**src/rtl/seq_pkg.sv**
```systemverilog
// Shared types for the multi-cycle sequencer: state encoding, opcodes,
// ALU function codes and the registered control word.
package seq_pkg;

    typedef enum logic [2:0] {
        IDLE   = 3'd0,
        FETCH  = 3'd1,
        DECODE = 3'd2,
        EXEC   = 3'd3,
        MEM    = 3'd4,
        WB     = 3'd5,
        TRAP   = 3'd6
    } state_t;

    localparam logic [3:0] OP_ADD = 4'd0;
    localparam logic [3:0] OP_SUB = 4'd1;
    localparam logic [3:0] OP_AND = 4'd2;
    localparam logic [3:0] OP_OR  = 4'd3;
    localparam logic [3:0] OP_SLT = 4'd4;
    localparam logic [3:0] OP_BNE = 4'd5;
    localparam logic [3:0] OP_LW  = 4'd6;
    localparam logic [3:0] OP_SW  = 4'd7;

    localparam logic [2:0] ALU_ADD = 3'b000;
    localparam logic [2:0] ALU_SUB = 3'b001;
    localparam logic [2:0] ALU_AND = 3'b010;
    localparam logic [2:0] ALU_OR  = 3'b011;
    localparam logic [2:0] ALU_SLT = 3'b100;
    localparam logic [2:0] ALU_CMP = 3'b101;

    typedef struct packed {
        logic       reg_dst;
        logic       mem_to_reg;
        logic       reg_write;
        logic       mem_we;
        logic       branch;
        logic [2:0] alu_op;
        logic       alu_src;
    } ctl_t;

endpackage

```
**src/rtl/op_decoder.sv**
```systemverilog
// Combinational opcode decode into a control word; legal is low for
// opcodes 8-15, which decode to an all-zero (NOP) control word.
module op_decoder
    import seq_pkg::*;
(
    input  logic [3:0] opcode,
    output ctl_t       ctl,
    output logic       legal
);

    always_comb begin
        ctl   = '0;
        legal = 1'b1;
        case (opcode)
            OP_ADD: begin
                ctl.reg_dst   = 1'b1;
                ctl.reg_write = 1'b1;
                ctl.alu_op    = ALU_ADD;
            end
            OP_SUB: begin
                ctl.reg_dst   = 1'b1;
                ctl.reg_write = 1'b1;
                ctl.alu_op    = ALU_SUB;
            end
            OP_AND: begin
                ctl.reg_dst   = 1'b1;
                ctl.reg_write = 1'b1;
                ctl.alu_op    = ALU_AND;
            end
            OP_OR: begin
                ctl.reg_dst   = 1'b1;
                ctl.reg_write = 1'b1;
                ctl.alu_op    = ALU_OR;
            end
            OP_SLT: begin
                ctl.reg_dst   = 1'b1;
                ctl.reg_write = 1'b1;
                ctl.alu_op    = ALU_SLT;
            end
            OP_BNE: begin
                ctl.branch = 1'b1;
                ctl.alu_op = ALU_CMP;
            end
            OP_LW: begin
                ctl.mem_to_reg = 1'b1;
                ctl.reg_write  = 1'b1;
                ctl.alu_op     = ALU_ADD;
                ctl.alu_src    = 1'b1;
            end
            OP_SW: begin
                ctl.mem_we  = 1'b1;
                ctl.alu_op  = ALU_ADD;
                ctl.alu_src = 1'b1;
            end
            default: legal = 1'b0;
        endcase
    end

endmodule

```
**src/rtl/multicycle_sequencer.sv**
```systemverilog
// Multi-cycle FETCH/DECODE/EXEC/MEM/WB sequencer with memory-wait timeout.
// Define SEQ_ILLEGAL_TRAP_EN to trap opcodes 8-15 and expose the sticky illegal flag.
module multicycle_sequencer
    import seq_pkg::*;
#(
    parameter int WAIT_W = 4
) (
    input  logic       clk,
    input  logic       reset,
    input  logic       run,
    input  logic [3:0] opcode,
    input  logic       zero,
    input  logic       mem_ready,
    output logic       mem_req,
    output logic       mem_we,
    output logic       ir_write,
    output logic       pc_write,
    output logic       pc_branch,
    output logic       reg_write,
    output logic       reg_dst,
    output logic       mem_to_reg,
    output logic       alu_src,
    output logic [2:0] alu_op,
    output logic [2:0] state,
    output logic       instr_done,
    output logic       mem_timeout
`ifdef SEQ_ILLEGAL_TRAP_EN
    ,
    output logic       illegal
`endif
);

    localparam logic [WAIT_W-1:0] WAIT_MAX  = '1;
    localparam logic [WAIT_W-1:0] WAIT_LAST = WAIT_MAX - WAIT_W'(1);

    state_t            state_q, state_d;
    ctl_t              ctl_q, ctl_d;
    logic [WAIT_W-1:0] wait_q, wait_d;
    ctl_t              dec_ctl;
    logic              dec_legal;
    state_t            boundary;
    logic              wait_hit;

    op_decoder u_op_decoder (
        .opcode (opcode),
        .ctl    (dec_ctl),
        .legal  (dec_legal)
    );

`ifdef SEQ_ILLEGAL_TRAP_EN
    logic illegal_q, illegal_d;
    assign illegal = illegal_q;
`endif

    assign boundary = run ? FETCH : IDLE;
    // The wait cycle that would bring the counter to WAIT_MAX aborts the access.
    assign wait_hit = (wait_q == WAIT_LAST);

    always_comb begin
        state_d     = state_q;
        ctl_d       = ctl_q;
        wait_d      = '0;
        mem_req     = 1'b0;
        mem_we      = 1'b0;
        ir_write    = 1'b0;
        pc_write    = 1'b0;
        pc_branch   = 1'b0;
        reg_write   = 1'b0;
        instr_done  = 1'b0;
        mem_timeout = 1'b0;
`ifdef SEQ_ILLEGAL_TRAP_EN
        illegal_d   = illegal_q;
`endif
        case (state_q)
            IDLE: begin
                if (run) state_d = FETCH;
            end
            FETCH: begin
                mem_req = 1'b1;
                if (mem_ready) begin
                    ir_write = 1'b1;
                    pc_write = 1'b1;
                    state_d  = DECODE;
                end else if (wait_hit) begin
                    mem_timeout = 1'b1;
                    state_d     = IDLE;
                end else begin
                    wait_d = wait_q + WAIT_W'(1);
                end
            end
            DECODE: begin
`ifdef SEQ_ILLEGAL_TRAP_EN
                if (dec_legal) begin
                    ctl_d   = dec_ctl;
                    state_d = EXEC;
                end else begin
                    ctl_d     = '0;
                    illegal_d = 1'b1;
                    state_d   = TRAP;
                end
`else
                ctl_d   = dec_legal ? dec_ctl : '0;
                state_d = EXEC;
`endif
            end
            EXEC: begin
                if (ctl_q.branch) begin
                    pc_branch  = ~zero;
                    instr_done = 1'b1;
                    state_d    = boundary;
                end else if (ctl_q.mem_we || ctl_q.mem_to_reg) begin
                    state_d = MEM;
                end else if (ctl_q.reg_write) begin
                    state_d = WB;
                end else begin
                    // Zero control word: NOP retires here without any strobe.
                    instr_done = 1'b1;
                    state_d    = boundary;
                end
            end
            MEM: begin
                mem_req = 1'b1;
                mem_we  = ctl_q.mem_we;
                if (mem_ready) begin
                    if (ctl_q.mem_to_reg) begin
                        state_d = WB;
                    end else begin
                        instr_done = 1'b1;
                        state_d    = boundary;
                    end
                end else if (wait_hit) begin
                    mem_timeout = 1'b1;
                    state_d     = IDLE;
                end else begin
                    wait_d = wait_q + WAIT_W'(1);
                end
            end
            WB: begin
                reg_write  = 1'b1;
                instr_done = 1'b1;
                state_d    = boundary;
            end
`ifdef SEQ_ILLEGAL_TRAP_EN
            TRAP: begin
                state_d = TRAP;
            end
`endif
            default: begin
                state_d = IDLE;
            end
        endcase
    end

    always_ff @(posedge clk) begin
        if (reset) begin
            state_q <= IDLE;
            ctl_q   <= '0;
            wait_q  <= '0;
`ifdef SEQ_ILLEGAL_TRAP_EN
            illegal_q <= 1'b0;
`endif
        end else begin
            state_q <= state_d;
            ctl_q   <= ctl_d;
            wait_q  <= wait_d;
`ifdef SEQ_ILLEGAL_TRAP_EN
            illegal_q <= illegal_d;
`endif
        end
    end

    assign reg_dst    = ctl_q.reg_dst;
    assign mem_to_reg = ctl_q.mem_to_reg;
    assign alu_src    = ctl_q.alu_src;
    assign alu_op     = ctl_q.alu_op;
    assign state      = state_q;

endmodule

```
**config.mk**
```make
export PLATFORM = sky130hd
export DESIGN_NAME = multicycle_sequencer
export DESIGN_NICKNAME = d
export VERILOG_FILES = /design/src/rtl/seq_pkg.sv /design/src/rtl/op_decoder.sv /design/src/rtl/multicycle_sequencer.sv
export SDC_FILE = /design/constraint.sdc
export NUM_CORES = 1
export LEC_CHECK = 0
export ABC_AREA = 1
export BUFFER_PORTS_ARGS = -buffer_cell sky130_fd_sc_hd__buf_2
export CAP_MARGIN = 0
export CORE_MARGIN = 1
export CORE_UTILIZATION = 30
export CTS_CLUSTER_DIAMETER = 50
export CTS_CLUSTER_SIZE = 12
export DETAILED_ROUTE_END_ITERATION = 10
export SLEW_MARGIN = 0
export SYNTH_ARGS = -nofsm -noshare
export SYNTH_HDL_FRONTEND = slang
export SYNTH_SLANG_ARGS = --single-unit
```
**constraint.sdc**
```tcl
create_clock -name clk -period 1.06 [get_ports clk]
set_input_delay 0.159 -clock clk [delete_from_list [all_inputs] [get_ports clk]]
set_output_delay 0.159 -clock clk [all_outputs]
set_load 0.03 [all_outputs]
```
==> results of run 1 <==
worst max-delay path: stages (launching register included):
cell     delay [ps]
dfxtp_4         370
nor3_4          190
inv_2            70
buf_4           140
nor2_4          120
buf_6           150
synthesized netlist by cell type:
library cell and count:
nand2_1 23, nor2_1 19, dfxtp_1 16, inv_1 16, a21oi_1 12, nand3_1 6, buf_4 4, o21ai_0 4
nand2_2 3, ha_1 2, nor2_2 2, buf_6 1, clkbuf_1 1, inv_2 1, nand3_2 1, nand4_1 1
nor3_1 1, nor3_2 1, nor3_4 1, nor3b_2 1, nor4_1 1, o21ai_1 1, o31ai_1 1, xnor2_1 1
xor2_1 1
where the power goes:
group | switching (W) | internal, W
Sequential | 0.0000195 | 0.000615
Clock | 0.000192 | 0.000137
Combinational | 0.000203 | 0.000169
Total | 0.000414 | 0.000921
logic make-up after synthesis:
group                    synth area share
AND/OR/NAND/NOR                     0.336
buffers and inverters               0.128
AO/OA/AOI/OAI                       0.109
flip-flops                          0.377
XOR/XNOR                           0.0206
adder cells (fa/ha/maj)            0.0295
metrics by stage:
step,utilization,std cells,hold WS [ps]
2_1_floorplan,-,121,302
3_3_place_gp,0.465,190,400
3_5_place_dp,0.465,190,402
4_1_cts,0.528,197,86.9
5_1_grt,0.557,202,96.3
6_report,0.557,202,86.4
cell usage in the layout, fill, tap and decap left out:
master / count
xor2_1: 1
nand3_1: 4
inv_4: 1
nor2_4: 1
o31ai_4: 1
nor3b_4: 1
clkbuf_4: 3
buf_6: 16
nand3_4: 2
nor2_2: 2
dfxtp_4: 4
nand2_1: 19
o21ai_4: 1
o21ai_0: 2
buf_4: 24
nor4_4: 1
nor3_1: 1
a21oi_1: 12
o21ai_2: 1
nor2_1: 18
nand2_4: 3
inv_1: 10
nor3_4: 2
dfxtp_1: 10
inv_2: 6
buf_2: 13
nand3_2: 1
dfxtp_2: 2
ha_2: 1
clkinv_1: 1
xnor2_1: 1
o21ai_1: 1
ha_1: 1
nand4_1: 1
nand2_2: 4
final cells by class:
cell class	count	area (um^2)
Multi-Input combinational cell	82	537
Inverter	17	66.3
Clock inverter	1	3.75
Timing Repair Buffer	53	425
Tap cell	30	37.5
Fill cell	244	1140
Clock buffer	3	22.5
Sequential cell	16	338
per-layer routing:
| metal | up-vias | global-route usage |
|---|---|---|
| li1 | 479 | - |
| met1 | 423 | 0.156 |
| met4 | 0 | 0.0857 |
| met2 | 17 | 0.270 |
| met3 | 6 | 0.0234 |
| met5 | - | 0 |
worst paths after layout:
check | start | to | cells past startpoint
worst min-delay path | reset | reg_dst$_SDFFE_PP0N_ | 2
worst min register to register | reg_dst$_SDFFE_PP0N_ | reg_dst$_SDFFE_PP0N_ | 2
worst max-delay path | state[2]$_SDFFE_PP0P_ | pc_write | 5
worst max register to register | state[2]$_SDFFE_PP0P_ | state[1]$_SDFFE_PP0P_ | 9
repair_timing:
action	CTS	global route
resized for setup	37	10
pin swaps	8	6
setup endpoints to repair	28	28
endpoints found under the hold margin	0	0
buffers inserted	3	5
==> results.json, run 1 <==
{
  "core_um2": 2570,
  "antennaDiodeCount": 0,
  "rsz0062_at_grt": "true",
  "hold_violations": 0,
  "arrival_ps": 1330,
  "path_class": "register to output port",
  "synth_top_area_cell": "dfxtp_1",
  "setup_ws_ps": -426,
  "routed_wl_mm": 2.12,
  "drv_cap": 0,
  "dp_slack_ps": -132,
  "h-tree-depth": 1,
  "ir_drop_mv": 0.677,
  "worst_ep_required_time_ps": 900,
  "final_nets": 184,
  "ys_ff_latch": 16,
  "yosys-top-cells-area": "dfxtp_1, nand2_1, nor2_1",
  "violations": "setup timing",
  "chipWidth_um": 55.2,
  "clk_pin_slew_worst_paths_ps": 90,
  "p_leak_nw": 0.683,
  "grt_max_degree": 11,
  "final_area_um2": 1430,
  "firstDrtPassIters": 4,
  "gp_congestion": 0.795,
  "worst_pin_slew_ps": 272,
  "die_area_um2": 3050,
  "placed_area_um2": 1190,
  "first_iter_violations": 6,
  "grt_pass1_vias": 868,
  "fin_total_pwr_w": 0.00133,
  "largest_reg_flops": 4,
  "start_util": 0.331,
  "area_growth_pct": 68.3,
  "p_per_area_nw_per_um2": 933,
  "synthCells": 121,
  "max_slew_margin": 0.818,
  "insertion_delay_ps": 290,
  "synth_area_per_cell_um2": 7.02,
  "final_antenna_net_count": 0,
  "synth_top_cell_area_share": 0.377,
  "reg2reg_slack_ps": -280,
  "port_buffers": 25,
  "ios": 26,
  "track_usage": 0.147,
  "cts_tree": "yes",
  "highest_layer": "met4",
  "seq_area_frac_synth": 0.377,
  "drc": 0,
  "rows": 18,
  "wl_met2_mm": 1.13,
  "drv_slew": 0,
  "drive_gt1_frac": 0.523,
  "overflow": 0,
  "met3_wirelength_um": 50,
  "cts.sinks": 16,
  "worstPathMaxFanout": 4,
  "synth_area_um2": 850,
  "fin_crit_sh": 1.40,
  "hold_path_class": "primary input to register",
  "cts_inserted_buffers": 3,
  "timing.fmax_mhz": 673,
  "root_buffer": "clkbuf_4",
  "setup.worst_path.start_class": "register",
  "clock_tree.buffer_depth": 2,
  "fin_setup_tns_ps": -5530,
  "num_vias": 925,
  "status": "complete, but fails checks",
  "antenna_found_initial": 0,
  "dp_hpwl_mm": 1.61,
  "yosys_warnings": 0,
  "synth_nets": 132,
  "registers.top_by_ff_count": "wait_q",
  "wl_per_cell_um": 10.5,
  "vias_per_cell": 4.58,
  "skew_ps": 0.959,
  "setup_viol": 28,
  "grt_pass1_wl_mm": 3.59,
  "ys_types": 25,
  "met1Wirelength_um": 886,
  "endpoint_kind": "output port",
  "hold_buffers": 0,
  "die_y_um": 55.2,
  "timing.final.crit_period_ps": 1490
}
Power figures use the tool's default switching activity.
==> run 2, diff against run 1 <==
--- a/config.mk
+++ b/config.mk
@@ -6,7 +6,7 @@
 export NUM_CORES = 1
 export LEC_CHECK = 0
 export ABC_AREA = 1
-export BUFFER_PORTS_ARGS = -buffer_cell sky130_fd_sc_hd__buf_2
+export BUFFER_PORTS_ARGS = -buffer_cell sky130_fd_sc_hd__buf_4
 export CAP_MARGIN = 0
 export CORE_MARGIN = 1
 export CORE_UTILIZATION = 30
==> results.json, run 2 (synthesized netlist as in run 1, its figures left out) <==
{
  "setup.worst_path.start_class": "register",
  "drive_gt1_frac": 0.509,
  "cts_inserted_buffers": 3,
  "worst_pin_slew_ps": 251,
  "timing.fmax_mhz": 673,
  "setup_viol": 27,
  "endpoint_kind": "output port",
  "rows": 18,
  "drv_cap": 0,
  "drc": 0,
  "clk_pin_slew_worst_paths_ps": 90,
  "cp_cell_sequence": "nor3_4, inv_2, nand2_4, nor3b_4, buf_6",
  "h-tree-depth": 1,
  "arrival_ps": 1330,
  "die_y_um": 55.2,
  "hold_buffers": 0,
  "final_nets": 179,
  "core_um2": 2570,
  "cts_tree": "yes",
  "timing.final.crit_period_ps": 1490,
  "violations": "setup timing",
  "first_iter_violations": 18,
  "vias_per_cell": 4.65,
  "p_sw_w": 0.000405,
  "critPathMaxStageDelay_ps": 370,
  "placed_area_um2": 1220,
  "dp_hpwl_mm": 1.62,
  "layout_common_cells": "buf_4, nand2_1, nor2_1",
  "skew_ps": 3.56,
  "fin_cells": 197,
  "setup_ws_ps": -425,
  "hold_path_class": "primary input to register",
  "num_vias": 917,
  "clock_tree.buffer_depth": 2,
  "p_clk_frac": 0.282,
  "p_per_area_nw_per_um2": 996,
  "internal-power_w": 0.000994,
  "ios": 26,
  "port_buffers": 25,
  "gp_congestion": 0.860,
  "grt_pass1_vias": 820,
  "status": "complete, but fails checks",
  "firstDrtPassIters": 4,
  "slowest_stage": "dfxtp_4",
  "fin_total_pwr_w": 0.00140,
  "dp_cells": 185,
  "seq_power_share": 0.454,
  "antennaDiodeCount": 0,
  "cts.sinks": 16,
  "final_antenna_net_count": 0,
  "fin_setup_tns_ps": -4820,
  "path_class": "register to output port",
  "grt_max_degree": 12,
  "fin_crit_sh": 1.40,
  "worst_ep_required_time_ps": 900,
  "max_slew_margin": 0.832,
  "routed_wl_mm": 2.12,
  "path_buf_inv": 2,
  "ir_drop_mv": 0.754,
  "track_usage": 0.139,
  "start_util": 0.331,
  "rsz0062_at_grt": "true",
  "drv_slew": 0,
  "overflow": 0,
  "root_buffer": "clkbuf_4",
  "worstPathMaxFanout": 4,
  "registers.top_by_ff_count": "wait_q",
  "hold_violations": 0,
  "final_area_um2": 1410,
  "die_area_um2": 3050,
  "wl_per_cell_um": 10.8,
  "grt_pass1_wl_mm": 3.44,
  "largest_reg_flops": 4,
  "layout.cells.most_common": "buf_4",
  "insertion_delay_ps": 280,
  "critPathTopFamily": "simple AND/OR/NAND/NOR gates",
  "dp_slack_ps": -155,
  "antenna_found_initial": 0,
  "combPwrFrac": 0.264,
  "chipWidth_um": 55.2,
  "p_leak_nw": 0.643,
  "p_sw_frac": 0.290,
  "area_growth_pct": 65.4
}
[run 2: cell count changes in the layout (fill, tap and decap cells not counted), sizes merged]
cell and change:
clkbuf +1, buf -5, clkinv -1
[run 2: power groups by stage]
stage / Sequential, W / Combinational, W / Clock [W]
finish: 0.000636 / 0.000369 / 0.000394
global route: 0.000639 / 0.000395 / 0.000439
CTS: 0.000634 / 0.000339 / 0.000407
detailed placement: 0.000646 / 0.000309 / 0
global placement: 0.000645 / 0.000306 / 0
floorplan: 0.000663 / 0.000165 / 0
[run 2: cell type report]
cell class / instances / area [um^2]
Fill cell: 269 / 1160
Multi-Input combinational cell: 82 / 513
Timing Repair Buffer: 48 / 413
Sequential cell: 16 / 337
Inverter: 17 / 68.8
Tap cell: 30 / 37.5
Clock buffer: 4 / 36.3
[run 2: worst paths after layout]
path                          startpoint                       to  slack [ps]  depth (start not counted)
setup / recovery   state[2]$_SDFFE_PP0P_              mem_timeout        -430                          5
hold / removal                     reset  mem_to_reg$_SDFFE_PP0N_         120                          2
setup reg to reg   state[2]$_SDFFE_PP0P_     wait_q[2]$_SDFF_PP0_        -170                          9
hold reg to reg   alu_op[2]$_SDFFE_PP0N_   alu_op[2]$_SDFFE_PP0N_         470                          2
[run 2: layer usage]
layer  GRT usage  part of all wire
met4      0.0429             0.011
met3      0.0304             0.035
met2       0.256              0.55
met1       0.157              0.41
met5           0                 0
[run 2: stage by stage]
stage,hold WS [ps],utilization
final,117,0.547
after global routing,103,0.547
after CTS,113,0.525
after detailed placement,422,0.475
after global placement,414,0.475
after floorplan,302,-
[run 2: timing repair]
item,in CTS,in global routing
resized for setup,21,9
pin swaps,6,0
buffers inserted,4,4
endpoints found under the setup margin,27,28
